File: config.mk
export PLATFORM = sky130hd
export DESIGN_NAME = fwd_operand_mux_flat
export DESIGN_NICKNAME = d
export VERILOG_FILES = /design/src/rtl/fwd_operand_mux_if.sv /design/src/rtl/fwd_operand_mux.sv /design/src/flat_wrapper.sv
export SDC_FILE = /design/constraint.sdc
export NUM_CORES = 1
export LEC_CHECK = 0
export CORE_MARGIN = 5
export CORE_UTILIZATION = 35
export CTS_BUF_LIST = sky130_fd_sc_hd__clkbuf_8 sky130_fd_sc_hd__clkbuf_16
export DETAILED_ROUTE_END_ITERATION = 12
export PLACE_DENSITY = 0.85
export SLEW_MARGIN = 20
export SYNTH_ARGS = -nofsm -noshare
export SYNTH_HDL_FRONTEND = slang
export SYNTH_SLANG_ARGS = --single-unit
File: constraint.sdc
create_clock -name clk -period 5.05 [get_ports clk]
set_clock_uncertainty 0.2 [all_clocks]
set_input_delay 1.515 -clock clk [delete_from_list [all_inputs] [get_ports clk]]
set_output_delay 1.515 -clock clk [all_outputs]
set_load 0.01 [all_outputs]
File: src/rtl/fwd_operand_mux_if.sv
// Bus bundle for the forwarding operand mux: operand inputs, select/hit
// controls, pipeline controls and the registered result fields.
interface fwd_operand_mux_if #(
   parameter int WIDTH = 32,
   parameter int N     = 3,
   parameter int SEL_W = 2,
   parameter int CNT_W = 16
);
   logic [N*WIDTH-1:0] d;
   logic               in_valid;
   logic [SEL_W-1:0]   sel;
   logic [N-1:0]       hit;
   logic               stall;
   logic               flush;
   logic               err_clr;
   logic [WIDTH-1:0]   y;
   logic               out_valid;
   logic [SEL_W-1:0]   src;
   logic               fwd;
   logic               sel_err;
   logic [CNT_W-1:0]   fwd_cnt;

   modport master (
      output d, in_valid, sel, hit, stall, flush, err_clr,
      input  y, out_valid, src, fwd, sel_err, fwd_cnt
   );

   modport slave (
      input  d, in_valid, sel, hit, stall, flush, err_clr,
      output y, out_valid, src, fwd, sel_err, fwd_cnt
   );
endinterface

File: src/rtl/fwd_operand_mux.sv
// Registered N-way operand select for the forwarding path: index or priority-hit
// pick, stall/flush control, sticky out-of-range flag and saturating forward count.
module fwd_operand_mux #(
   parameter int WIDTH = 32,
   parameter int N     = 3,
   parameter int SEL_W = 2,
   parameter int MODE  = 0,
   parameter int CNT_W = 16
) (
   input logic              clk,
   input logic              rst_n,
   fwd_operand_mux_if.slave bus
);
   localparam int            NSLOT = 2 ** SEL_W;
   localparam logic [SEL_W:0] N_L  = (SEL_W + 1)'(N);

   logic [WIDTH-1:0] d_arr [NSLOT];
   logic [SEL_W-1:0] idx;
   logic             oor;
   logic             load;
   logic             take;
   logic             unused_bits;

   // Slots past N read as zero so every select value maps to a defined word.
   for (genvar k = 0; k < NSLOT; k++) begin : g_slot
      if (k < N) begin : g_real
         assign d_arr[k] = bus.d[k*WIDTH +: WIDTH];
      end else begin : g_pad
         assign d_arr[k] = '0;
      end
   end

   assign unused_bits = ^{bus.hit, bus.sel};

   always_comb begin
      idx = '0;
      oor = 1'b0;
      if (MODE == 0) begin
         if ({1'b0, bus.sel} < N_L) idx = bus.sel;
         else                       oor = 1'b1;
      end else begin
         // Walk downward so the lowest (youngest) hitting stage wins.
         for (int k = N - 1; k >= 1; k--) begin
            if (bus.hit[k]) idx = SEL_W'(k);
         end
      end
   end

   assign load = !bus.flush && !bus.stall;
   assign take = load && bus.in_valid;

   always_ff @(posedge clk or negedge rst_n) begin
      if (!rst_n) begin
         bus.y         <= '0;
         bus.out_valid <= 1'b0;
         bus.src       <= '0;
         bus.fwd       <= 1'b0;
         bus.sel_err   <= 1'b0;
         bus.fwd_cnt   <= '0;
      end else begin
         if (bus.flush) begin
            bus.out_valid <= 1'b0;
            bus.fwd       <= 1'b0;
         end else if (!bus.stall) begin
            bus.y         <= d_arr[idx];
            bus.src       <= idx;
            bus.out_valid <= bus.in_valid;
            bus.fwd       <= bus.in_valid && (idx != '0);
         end

         if (take && (idx != '0) && (bus.fwd_cnt != '1))
            bus.fwd_cnt <= bus.fwd_cnt + 1'b1;

         // A new error on the same edge as a clear keeps the flag set.
         if (take && oor)      bus.sel_err <= 1'b1;
         else if (bus.err_clr) bus.sel_err <= 1'b0;
      end
   end
endmodule
File: src/flat_wrapper.sv
// flat-port wrapper written by rule: the top's interface ports become plain ports
module fwd_operand_mux_flat 
#(
   parameter int WIDTH = 32,
   parameter int N     = 3,
   parameter int SEL_W = 2,
   parameter int MODE  = 0,
   parameter int CNT_W = 16
)
  (clk, rst_n, bus_d, bus_in_valid, bus_sel, bus_hit, bus_stall, bus_flush, bus_err_clr, bus_y, bus_out_valid, bus_src, bus_fwd, bus_sel_err, bus_fwd_cnt);
  fwd_operand_mux_if #(.WIDTH(WIDTH), .N(N), .SEL_W(SEL_W), .CNT_W(CNT_W)) bus_i ();
  input logic clk;
  input logic rst_n;
  input wire logic [$bits(bus_i.d)-1:0] bus_d;
  input wire logic [$bits(bus_i.in_valid)-1:0] bus_in_valid;
  input wire logic [$bits(bus_i.sel)-1:0] bus_sel;
  input wire logic [$bits(bus_i.hit)-1:0] bus_hit;
  input wire logic [$bits(bus_i.stall)-1:0] bus_stall;
  input wire logic [$bits(bus_i.flush)-1:0] bus_flush;
  input wire logic [$bits(bus_i.err_clr)-1:0] bus_err_clr;
  output wire logic [$bits(bus_i.y)-1:0] bus_y;
  output wire logic [$bits(bus_i.out_valid)-1:0] bus_out_valid;
  output wire logic [$bits(bus_i.src)-1:0] bus_src;
  output wire logic [$bits(bus_i.fwd)-1:0] bus_fwd;
  output wire logic [$bits(bus_i.sel_err)-1:0] bus_sel_err;
  output wire logic [$bits(bus_i.fwd_cnt)-1:0] bus_fwd_cnt;
  assign bus_i.d = bus_d;
  assign bus_i.in_valid = bus_in_valid;
  assign bus_i.sel = bus_sel;
  assign bus_i.hit = bus_hit;
  assign bus_i.stall = bus_stall;
  assign bus_i.flush = bus_flush;
  assign bus_i.err_clr = bus_err_clr;
  assign bus_y = bus_i.y;
  assign bus_out_valid = bus_i.out_valid;
  assign bus_src = bus_i.src;
  assign bus_fwd = bus_i.fwd;
  assign bus_sel_err = bus_i.sel_err;
  assign bus_fwd_cnt = bus_i.fwd_cnt;
  fwd_operand_mux #(.WIDTH(WIDTH), .N(N), .SEL_W(SEL_W), .MODE(MODE), .CNT_W(CNT_W)) u_core (.clk(clk), .rst_n(rst_n), .bus(bus_i));
endmodule
==> impl_results.md, run 1 <==
* Outcome: finished clean
* Sequential share of power at 0.443
* DRC at 0
* Finished Cell Area at ~4500 um^2
* H-tree Lvls at 2
* Crit Path Max Fanout at 10
* Layout Utilization at 0.587
* Syn Nets at 410
* DR pass1 iterations at 5
* Hold Crit Class: reg2reg
* Hold Violations, Final at 0
* Worst reg2reg path depth at 5
* Crit path time final at ~3700 ps
* Unique masters post-synth at 31
* Die Span Y at between 90 and 100 um
* GR Layer Usage met1 at 0.179
* Reg2reg end: u_core.bus.fwd_cnt[1]
* Yosys warning total at 0
* Flops & latches, synth at 53
* Fin crit share at 0.732
* Post-CTS Hold Fix Bufs at 0
* Required @ worst endpoint at ~5000 ps
* Layout cells sized above 1 at 0.0537
* Int Power at 0.856 mW
* Max_slew headroom at 0.324
* DRT Wirelength at about 7900 um
* P_sw at about 0.32 mW
* Initial antenna violation count at 0
* GR Util met3 at 0.0603
* Synth Instances at about 300
* Clock insertion delay at the later pin of the skew report at 300 ps
* Switching Fraction at 0.271
* Startpoint types: input pin
* R2R setup slack at 2740 ps
* Routed Antenna Nets at 0
* Chip width at just under 100 um
* Leak pwr at ~1.9 nW
* Post-synthesis cell area at approximately 2800 um^2
* Post-Syn Area per Cell at ~9.3 um^2
* Maximum vdd drop at approximately 110 uV
* Num Clock Sinks at 53
* Postcts setup bufs at 0
* GRT Residual Overflow at 0
* DP Area at approximately 4400 um^2
* Standard-cell row count at 32
* Number of global-route vias before repair at 2755
* Top_reg_cell synth: dfrtp_1
* Detailed placer's ending HPWL at 6070 um
* Cts bufs inserted at 5
* Crit Path Category: in2reg
* Avg Vias per Cell at about 4.8
* RSZ-0062 raised after global routing: false
* Max Slew Vio Count at 0
* Nets@finish at between 500 and 600
* Initial Utilization at 0.360
* Critical Path Sink: u_core.bus.fwd_cnt[15]
* Placer congestion estimate at roughly 0.80
* Filler Cells Inserted at 648
* Fmax at ~270 MHz
* PwrDens at ~260 nW/um^2
* CTS tree: built
* Clk pwr share at 0.254
* Setup crit start: bus_sel[0]
* Clock transition at path regs at 90 ps
* Hold path startpoint: u_core.bus.y[12]
* Clock Path Buffers at 2
* Logic pwr share at 0.303
* Final setup TNS at 0 ps
* Max Cap Viol at 0
* Core Footprint at 7730 um^2
* EDFF count, synth at 0
* Final-report setup violation count at 0
* Layout area overhead at 63.2%
* Iteration-0 DRC Markers at 47
* Worst R2R Start: u_core.bus.fwd_cnt[0]
* Buffers on Ports at about 160
* First-pass GRT wire length at ~13000 um
* Worst Setup End Kind: register
* Critical path arrival at 3690 ps
* Grt peak-use layer: met2
* Vias at 2662
* Met2 Resource Use GR at 0.279
* PostCTS Resize Cnt at 0
* Post-DR wirelength/cell at 14.3 um
* Worst-margin pin slew at slightly above 1000 ps
* Ant. Diodes at 0
* Seq/Total Area, Yosys at 0.477
* # IOs at 160
* DIE AREA at 9830 um^2
* Largest net degree at the start of global routing at between 60 and 70
* All-Layer GR Usage at 0.158
* Asr flop ratio synth at 1.00
* CTS root buffer: clkbuf_8
-- layer usage --
layer | vias up | share of wire
met5 | - | 0
met4 | 0 | 0.014
met3 | 8 | 0.098
met2 | 120 | 0.49
met1 | 1217 | 0.39
li1 | 1317 | -
-- state kept, by name, summed over array words and instances (netlist names) --
register,cells
u_core.bus.sel_err,1
u_core.bus.y,32
u_core.bus.src,2
u_core.bus.fwd,1
u_core.bus.fwd_cnt,16
u_core.bus.out_valid,1
-- synth_stat cells, types with 2 or more instances --
cell type,instances,area (um^2)
a21oi_1,32,160
and3_1,2,12.5
buf_2,3,15.0
clkbuf_1,16,60.1
dfrtp_1,53,1330
ha_1,4,50.1
inv_1,3,11.3
mux2_2,3,33.8
mux2i_1,33,330
nand2_1,37,139
nand3_1,7,35.0
nand4_1,6,37.5
nor2_1,34,128
nor3_1,3,15.0
nor4_2,2,25.0
o21ai_0,33,165
xnor2_1,8,70.1
xor2_1,7,61.3
-- worst min-delay path by stage --
stage	endpoint	slack [ps]	cells after the start
floorplan	u_core.bus.y[0]	320	2
global placement	u_core.bus.y[30]	260	2
detailed placement	u_core.bus.y[15]	270	2
CTS	u_core.bus.y[15]	290	2
global route	u_core.bus.fwd_cnt[15]	320	1
finish	u_core.bus.y[12]	290	2
-- cells in the final DEF (no fill, tap or decap), types with 2 or more instances in the layout --
cell type	count
clkbuf_8	6
a21oi_1	32
ha_1	3
dfrtp_1	53
mux2_2	3
buf_4	4
inv_1	3
mux2i_1	33
nor4_2	2
nand3_1	7
xor2_1	7
nand4_1	6
o21ai_0	33
clkdlybuf4s50_1	155
and3_1	2
xnor2_1	8
nor3_1	3
nand2_1	37
nor2_1	34
-- cells by family after synthesis --
kind of cell,count (synthesis),share of synthesized area
XOR/XNOR,15,0.0473
AO/OA/AOI/OAI,66,0.119
multiplexers,36,0.131
AND/OR/NAND/NOR,102,0.172
flip-flops,53,0.477
adder cells (fa/ha/maj),4,0.0180
buffers and inverters,23,0.0351
-- power groups by stage --
stage,registers [mW],logic [mW],clock network (mW)
6_report,0.520,0.356,0.298
5_1_grt,0.530,0.389,0.322
4_1_cts,0.521,0.362,0.306
3_5_place_dp,0.529,0.361,0
2_1_floorplan,0.551,0.103,0
3_3_place_gp,0.525,0.353,0
-- critical path: stages --
cell             delay, ps
clkdlybuf4s50_1        510
inv_1                   60
ha_2                   270
or4b_4                 560
nor4_2                 430
nand4_1                180
xnor2_1                150
-- through the flow --
| step | power, mW | hold WS, ps | setup slack (ps) | std cells |
|---|---|---|---|---|
| 2_1_floorplan | 0.654 | 316 | 1620 | 299 |
| 3_3_place_gp | 0.879 | 259 | 1050 | 541 |
| 3_5_place_dp | 0.890 | 269 | 1020 | 541 |
| 4_1_cts | 1.19 | 291 | 1350 | 549 |
| 5_1_grt | 1.24 | 320 | 1210 | 549 |
| 6_report | 1.17 | 285 | 1350 | 549 |
-- layout make-up --
class	instances	area [um^2]	area share
Tap cell	102	128	0.0281
Clock buffer	6	82.6	0.0182
Timing Repair Buffer	160	1590	0.350
Sequential cell	53	1330	0.292
Clock inverter	2	37.5	0.00827
Inverter	3	11.3	0.00248
Multi-Input combinational cell	223	1370	0.301
(Power assumes the default switching activity.)
==> run 2, diff against run 1 <==
Clock period 5.05 ns to 3.75 ns, I/O delays scaled along.
==> run 2 against run 1 <==
  * Critical path depth is the same
  * Global-route usage rose by 0.55 points
  * Clock power is 14% higher
  * Sequential share of layout area is 0.10 points lower
  * Non-clock buffer count grew 2
  * Hold slack got worse by 1.2 ps
  * Highest routed layer unchanged
==> impl_results.md, run 2 (synthesized netlist as in run 1, its figures left out) <==
* Placer congestion estimate at 0.814 (+2.0%)
* GRT Residual Overflow at 0 (unchanged)
* CTS tree: built
* Layout Cells excl Fill at 551 (+0.36%)
* Layout area overhead at 63.8%
* Initial antenna violation count at 0 (unchanged)
* RSZ-0062 raised after global routing: false
* Buffers on Ports at 156 (unchanged)
* Post-Route M1 WL at 3160 um (+2.4%)
* Number of global-route vias before repair at 2776 (+0.76%)
* Crit Path Category: in2reg
* Clock Path Buffers at 2 (unchanged)
* Clock transition at path regs at 90 ps (about the same)
* Clock insertion delay at the later pin of the skew report at 290 ps (about the same)
* Startpoint types: input pin
* DIE AREA at 9830 um^2 (unchanged)
* Initial Utilization at 0.360 (unchanged)
* Worst-margin pin slew at 672 ps (-342 ps)
* Routed wl met3 at 754 um (-2.1%)
* Layout Utilization at 0.589 (+0.00210)
* Multi-input gate area at 1360 um^2 (-0.37%)
* Iteration-0 DRC Markers at 34 (-28%)
* # IOs at 160 (unchanged)
* Postcts setup bufs at 0 (unchanged)
* Fmax at around 300 MHz
* Most frequent cells in the layout: clkdlybuf4s50_1, dfrtp_1, nand2_1
* Reg2reg end: u_core.bus.fwd_cnt[1]
* WL met2 at 4070 um (+4.9%)
* Leak pwr at 1.91 nW (+0.69%)
* Register area at 1330 um^2 (unchanged)
* Final setup TNS at 0 ps (unchanged)
* Max Slew Vio Count at 0 (unchanged)
* Worst reg2reg path depth at 5 (unchanged)
* Avg Vias per Cell at 4.89 (+0.95%)
* Hold Crit Class: reg2reg
* Core Footprint at 7730 um^2 (unchanged)
* Min Hold Slack at 284 ps (-1.16 ps)
* H-tree Lvls at 2 (unchanged)
* Final-report setup violation count at 0 (unchanged)
* Critical Path Sink: u_core.bus.fwd_cnt[15]
* PwrDens at 335 nW/um^2 (+29%)
* PostCTS Resize Cnt at 0 (unchanged)
* DRC at 0 (unchanged)
* Largest net degree at the start of global routing at 43 (-37%)
* Maximum vdd drop at 163 uV (+42%)
* Most flops, register: u_core.bus.y
* Routed Antenna Nets at 0 (unchanged)
* Max_slew headroom at 0.548 (+0.224)
* Max Used Layer: met4
* Chip width at 99.1 um (unchanged)
* Detailed placer's ending HPWL at 6550 um (+7.8%)
* Post-CTS Hold Fix Bufs at 0 (unchanged)
* Required @ worst endpoint at 3730 ps (-1310 ps)
* Num Clock Sinks at 53 (unchanged)
* Commonest non-fill, non-tap cell in the layout: clkdlybuf4s50_1
* Critical path arrival at 3310 ps (-380 ps)
* Die Span Y at 99.1 um (unchanged)
* First-pass GRT wire length at 13100 um (+3.1%)
* Largest regs: u_core.bus.y (32), u_core.bus.fwd_cnt (16), u_core.bus.src (2)
* Layout cells sized above 1 at 0.0579 (+0.00422)
* Fin crit share at 0.886
* Vias at 2697 (+1.3%)
* Outcome: finished clean
* DR pass1 iterations at 4 (-1)
* Max Cap Viol at 0 (unchanged)
* Worst Setup End Kind: register
* Setup crit start: bus_sel[0]
* Dpl ws at 121 ps (-899 ps)
* Cts bufs inserted at 5 (unchanged)
* Nets@finish at 559 (+0.36%)
* Hold Violations, Final at 0 (unchanged)
* Filler Cells Inserted at 669 (+3.2%)
* CTS root buffer: clkbuf_8
* R2R setup slack at 1460 ps (-1280 ps)
* Ant. Diodes at 0 (unchanged)
* Final worst setup slack at 426 ps (-925 ps)
* Crit Path Max Fanout at 10 (unchanged)
* Largest register FFs at 32 (unchanged)
* DRT Wirelength at 8080 um (+2.8%)
* Placed cells at 543 (+0.37%)
* Worst R2R Start: u_core.bus.fwd_cnt[0]
* Post-DR wirelength/cell at 14.7 um (+2.5%)
* Standard-cell row count at 32 (unchanged)
* All-Layer GR Usage at 0.164 (+0.00550)
* Crit path time final at around 3300 ps
==> run 2: cell types whose count changed in the layout (fill, tap and decap cells not counted) <==
cell and change:
clkbuf_8 +1, nor2b_4 -1, clkinv_2 +1, bufinv_16 -1, buf_12 +2, clkinvlp_4 -1, nor2b_2 +1
==> run 2: final cells by class <==
type	count	area share
well taps	102	0.0280
multi-input cells	223	0.299
inverters	3	0.00247
flip-flops and latches	53	0.291
clock buffers	7	0.0212
repair buffers	162	0.357
clock inverters	1	0.00110
==> run 2: worst min-delay path by stage <==
stage / start / endpoint / slack [ps] / depth (start not counted)
after floorplan: u_core.bus.y[0] / u_core.bus.y[0] / 320 / 2
after global placement: u_core.bus.y[24] / u_core.bus.y[24] / 260 / 2
after detailed placement: u_core.bus.y[21] / u_core.bus.y[21] / 270 / 2
after CTS: u_core.bus.y[1] / u_core.bus.y[1] / 290 / 2
after global routing: u_core.bus.y[21] / u_core.bus.y[21] / 310 / 2
final: u_core.bus.y[2] / u_core.bus.y[2] / 280 / 2
==> run 2: power by group <==
| part | switching (mW) | leakage (nW) | internal, mW |
|---|---|---|---|
| combinational | 0.191 | 1.17 | 0.293 |
| clock | 0.172 | 0.0542 | 0.167 |
| sequential | 0.0548 | 0.685 | 0.646 |
==> run 2: through the flow <==
stage | instance area (um^2) | total power, mW
final | 4550 | 1.52
after global routing | 4550 | 1.62
after CTS | 4550 | 1.56
after detailed placement | 4450 | 1.21
after global placement | 4450 | 1.19
after floorplan | 2780 | 0.881
==> run 2: worst max-delay path, cell delays in order <==
cell	delay, ps
clkdlybuf4s50_1	510
inv_1	60
ha_2	270
or4b_4	550
nor4_2	440
nand4_1	180
xnor2_1	160
==> run 2: metal layers <==
metal,up-vias,track usage
met3,6,0.0568
met5,-,0
met2,115,0.289
met4,0,0.0410
met1,1253,0.191
li1,1323,-
==> run 3, diff against run 2 <==
Settings changed: ABC_AREA from default to 1, PLACE_DENSITY 0.85 to 0.83, TNS_END_PERCENT from default to 1.
==> run 3 against run 2 <==
  * Count of clock-buffer cells in the layout decreased by 2
  * Fmax is 16% higher
  * Sequential share of layout area down 1.3 points
  * First-iteration DRC count rose by 140%
  * Die area up 8.1%
  * Hold slack better by 13 ps
  * Sequential power about the same
  * Register-to-register slack improved by 420 ps
  * Largest power group unchanged
==> impl_results.md, run 3 <==
* DR pass1 iterations at 5 (+1)
* Nets@finish at 682 (+22%)
* Startpoint types: input pin
* PostCTS Resize Cnt at 0 (unchanged)
* DRT Wirelength at 9640 um (+19%)
* DIE AREA at 10600 um^2 (+8.1%)
* Largest area contributor in the netlist: dfrtp_1
* Required @ worst endpoint at 3770 ps (+40 ps)
* Standard-cell row count at 34 (+6.3%)
* Vias at 3288 (+22%)
* Postcts setup bufs at 0 (unchanged)
* Post-Syn Area per Cell at 7.20 um^2 (-23%)
* Commonest non-fill, non-tap cell in the layout: clkdlybuf4s50_1
* Detailed placer's ending HPWL at 7590 um (+16%)
* Cts bufs inserted at 5 (unchanged)
* Num Clock Sinks at 53 (unchanged)
* Hold Violations, Final at 0 (unchanged)
* Crit path time final at 2860 ps (-464 ps)
* All-Layer GR Usage at 0.182 (+0.0178)
* RSZ-0062 raised after global routing: false
* Largest register FFs at 32 (unchanged)
* Worst path most repeated cell: inv_1
* Chip width at 103 um (+4.0%)
* Avg Vias per Cell at 4.84 (-1.2%)
* Top_reg_cell synth: dfrtp_1
* PwrDens at 322 nW/um^2 (-3.8%)
* Post-DR wirelength/cell at 14.2 um (-3.3%)
* Largest net degree at the start of global routing at 35 (-19%)
* GRT Residual Overflow at 0 (unchanged)
* # IOs at 160 (unchanged)
* Worst-margin pin slew at 562 ps (-111 ps)
* Critical-path cell list: clkdlybuf4s50_1, inv_1, ha_1, inv_1, buf_4, o21ai_0, a31oi_1
* EDFF count, synth at 0 (unchanged)
* Maximum vdd drop at 156 uV (-4.6%)
* Core Footprint at 8590 um^2 (+11%)
* Initial Utilization at 0.353 (-0.00698)
* Crit Path Max Fanout at 18 (+8)
* Fmax at 350 MHz (+16%)
* Ant. Diodes at 0 (unchanged)
* Post-synthesis cell area at 3030 um^2 (+9.0%)
* Number of global-route vias before repair at 3240 (+17%)
* H-tree Lvls at 2 (unchanged)
* Max Slew Vio Count at 0 (unchanged)
* Most flops, register: u_core.bus.y
* Post-CTS Hold Fix Bufs at 0 (unchanged)
* First-pass GRT wire length at 15300 um (+16%)
* Synth Instances at 421 (+41%)
* Max stage delay on crit path at 520 ps (-30 ps)
* Routed Antenna Nets at 0 (unchanged)
* Fin crit share at 0.763 (-0.124)
* Filler Cells Inserted at 809 (+21%)
* Layout cells sized above 1 at 0.0490 (-0.00896)
* DRC at 0 (unchanged)
* Placer congestion estimate at 0.868 (+6.7%)
* Crit Path Category: in2reg
* Layout area overhead at 57.4%
* Clock Path Buffers at 2 (unchanged)
* CTS tree: built
* Final setup TNS at 0 ps (unchanged)
* Syn Nets at 532 (+30%)
* Iteration-0 DRC Markers at 83 (+140%)
* Initial antenna violation count at 0 (unchanged)
* Top area cells in the synthesized netlist: dfrtp_1, nor2_1, nand2_1, a31oi_1, o21ai_0
* Critical path's slowest cell: clkdlybuf4s50_1
* Max Cap Viol at 0 (unchanged)
* Asr flop ratio synth at 1.00 (unchanged)
* Clock insertion delay at the later pin of the skew report at 300 ps (about the same)
* Hold Crit Class: reg2reg
* Buffers on Ports at 156 (unchanged)
* Flops & latches, synth at 53 (unchanged)
* Leak pwr at 2.02 nW (+5.8%)
* Max_slew headroom at 0.625 (+0.0770)
* Final Power at 1.54 mW (+0.79%)
* Worst hold path cell count at 2 (unchanged)
* Yosys warning total at 0 (unchanged)
* Unique masters post-synth at 28 (-9.7%)
* Most common cell in the netlist: nor2_1
* Top cell type's share of synthesized area at 0.437 (-0.0396)
* Largest regs: u_core.bus.y (32), u_core.bus.fwd_cnt (16), u_core.bus.src (2)
* Die Span Y at 103 um (+4.0%)
* CTS root buffer: clkbuf_8
* Min Hold Slack at 297 ps (+12.5 ps)
* Synth top cells by count: nor2_1, nand2_1, dfrtp_1
* Worst reg2reg path depth at 6 (+1)
* Seq/Total Area, Yosys at 0.437 (-0.0396)
* Worst Setup End Kind: register
* Clock transition at path regs at 100 ps (about the same)
* Final-report setup violation count at 0 (unchanged)
* Most frequent cells in the layout: clkdlybuf4s50_1, nor2_1, nand2_1
* Critical path arrival at 2880 ps (-430 ps)
* Outcome: finished clean
[run 3: cell types whose count changed after synthesis, sizes merged, moves of 12 or more]
| cell | delta |
|---|---|
| a21oi | -32 |
| a31oi | +29 |
| buf | +12 |
| inv | +22 |
| mux2i | -32 |
| nand2 | +69 |
| nor2 | +77 |
[run 3: critical path: cells and delay by family]
family	cells	cell delay [ps]
AOI/OAI and AO/OA	2	250
adders and majority gates	1	200
buffers and inverters	4	1300
[run 3: cell families (layout without fill, tap and decap cells)]
kind of cell,after synthesis,count (layout),share of synthesized area
buffers and inverters,46,197,0.0669
XOR/XNOR,5,5,0.0144
multiplexers,1,1,0.00330
AND/OR/NAND/NOR,247,247,0.340
adder cells (fa/ha/maj),4,4,0.0165
AO/OA/AOI/OAI,65,65,0.122
flip-flops,53,53,0.437
[run 3: cell type report]
cell class | count | area [um^2] | area share
well taps | 108 | 135 | 0.0283
multi-input cells | 322 | 1500 | 0.315
repair buffers | 164 | 1630 | 0.341
inverters | 25 | 93.8 | 0.0197
flip-flops and latches | 53 | 1330 | 0.278
clock inverters | 3 | 17.5 | 0.00367
clock buffers | 5 | 68.8 | 0.0144
[run 3: per-layer routing]
metal / share of wire / GRT usage
met3: 0.079 / 0.0582
met5: 0 / 0
met4: 0.015 / 0.0488
met2: 0.51 / 0.320
met1: 0.39 / 0.212
[run 3: power breakdown]
group | internal [mW] | leakage (nW) | switching, mW
sequential | 0.645 | 0.641 | 0.0574
combinational | 0.297 | 1.34 | 0.213
clock | 0.130 | 0.0439 | 0.195
total | 1.07 | 2.02 | 0.465
[run 3: through the flow]
stage,util,setup WS [ps],cells,instance area (um^2)
global placement,0.545,607,672,4690
global route,0.555,708,680,4770
finish,0.555,890,680,4770
detailed placement,0.545,543,672,4690
floorplan,-,1450,421,3030
CTS,0.555,882,680,4770
[run 3: path summary, 6_finish.rpt]
check                                       from                     to  slack (ps)
min in group asynchronous                  rst_n  u_core.bus.fwd_cnt[6]         580
min reg2reg                    u_core.bus.src[0]      u_core.bus.src[0]         300
min                            u_core.bus.src[0]      u_core.bus.src[0]         300
max in group asynchronous                  rst_n       u_core.bus.y[25]        1960
max reg2reg                u_core.bus.fwd_cnt[1]  u_core.bus.fwd_cnt[2]        1880
max                                   bus_sel[1]       u_core.bus.y[18]         890
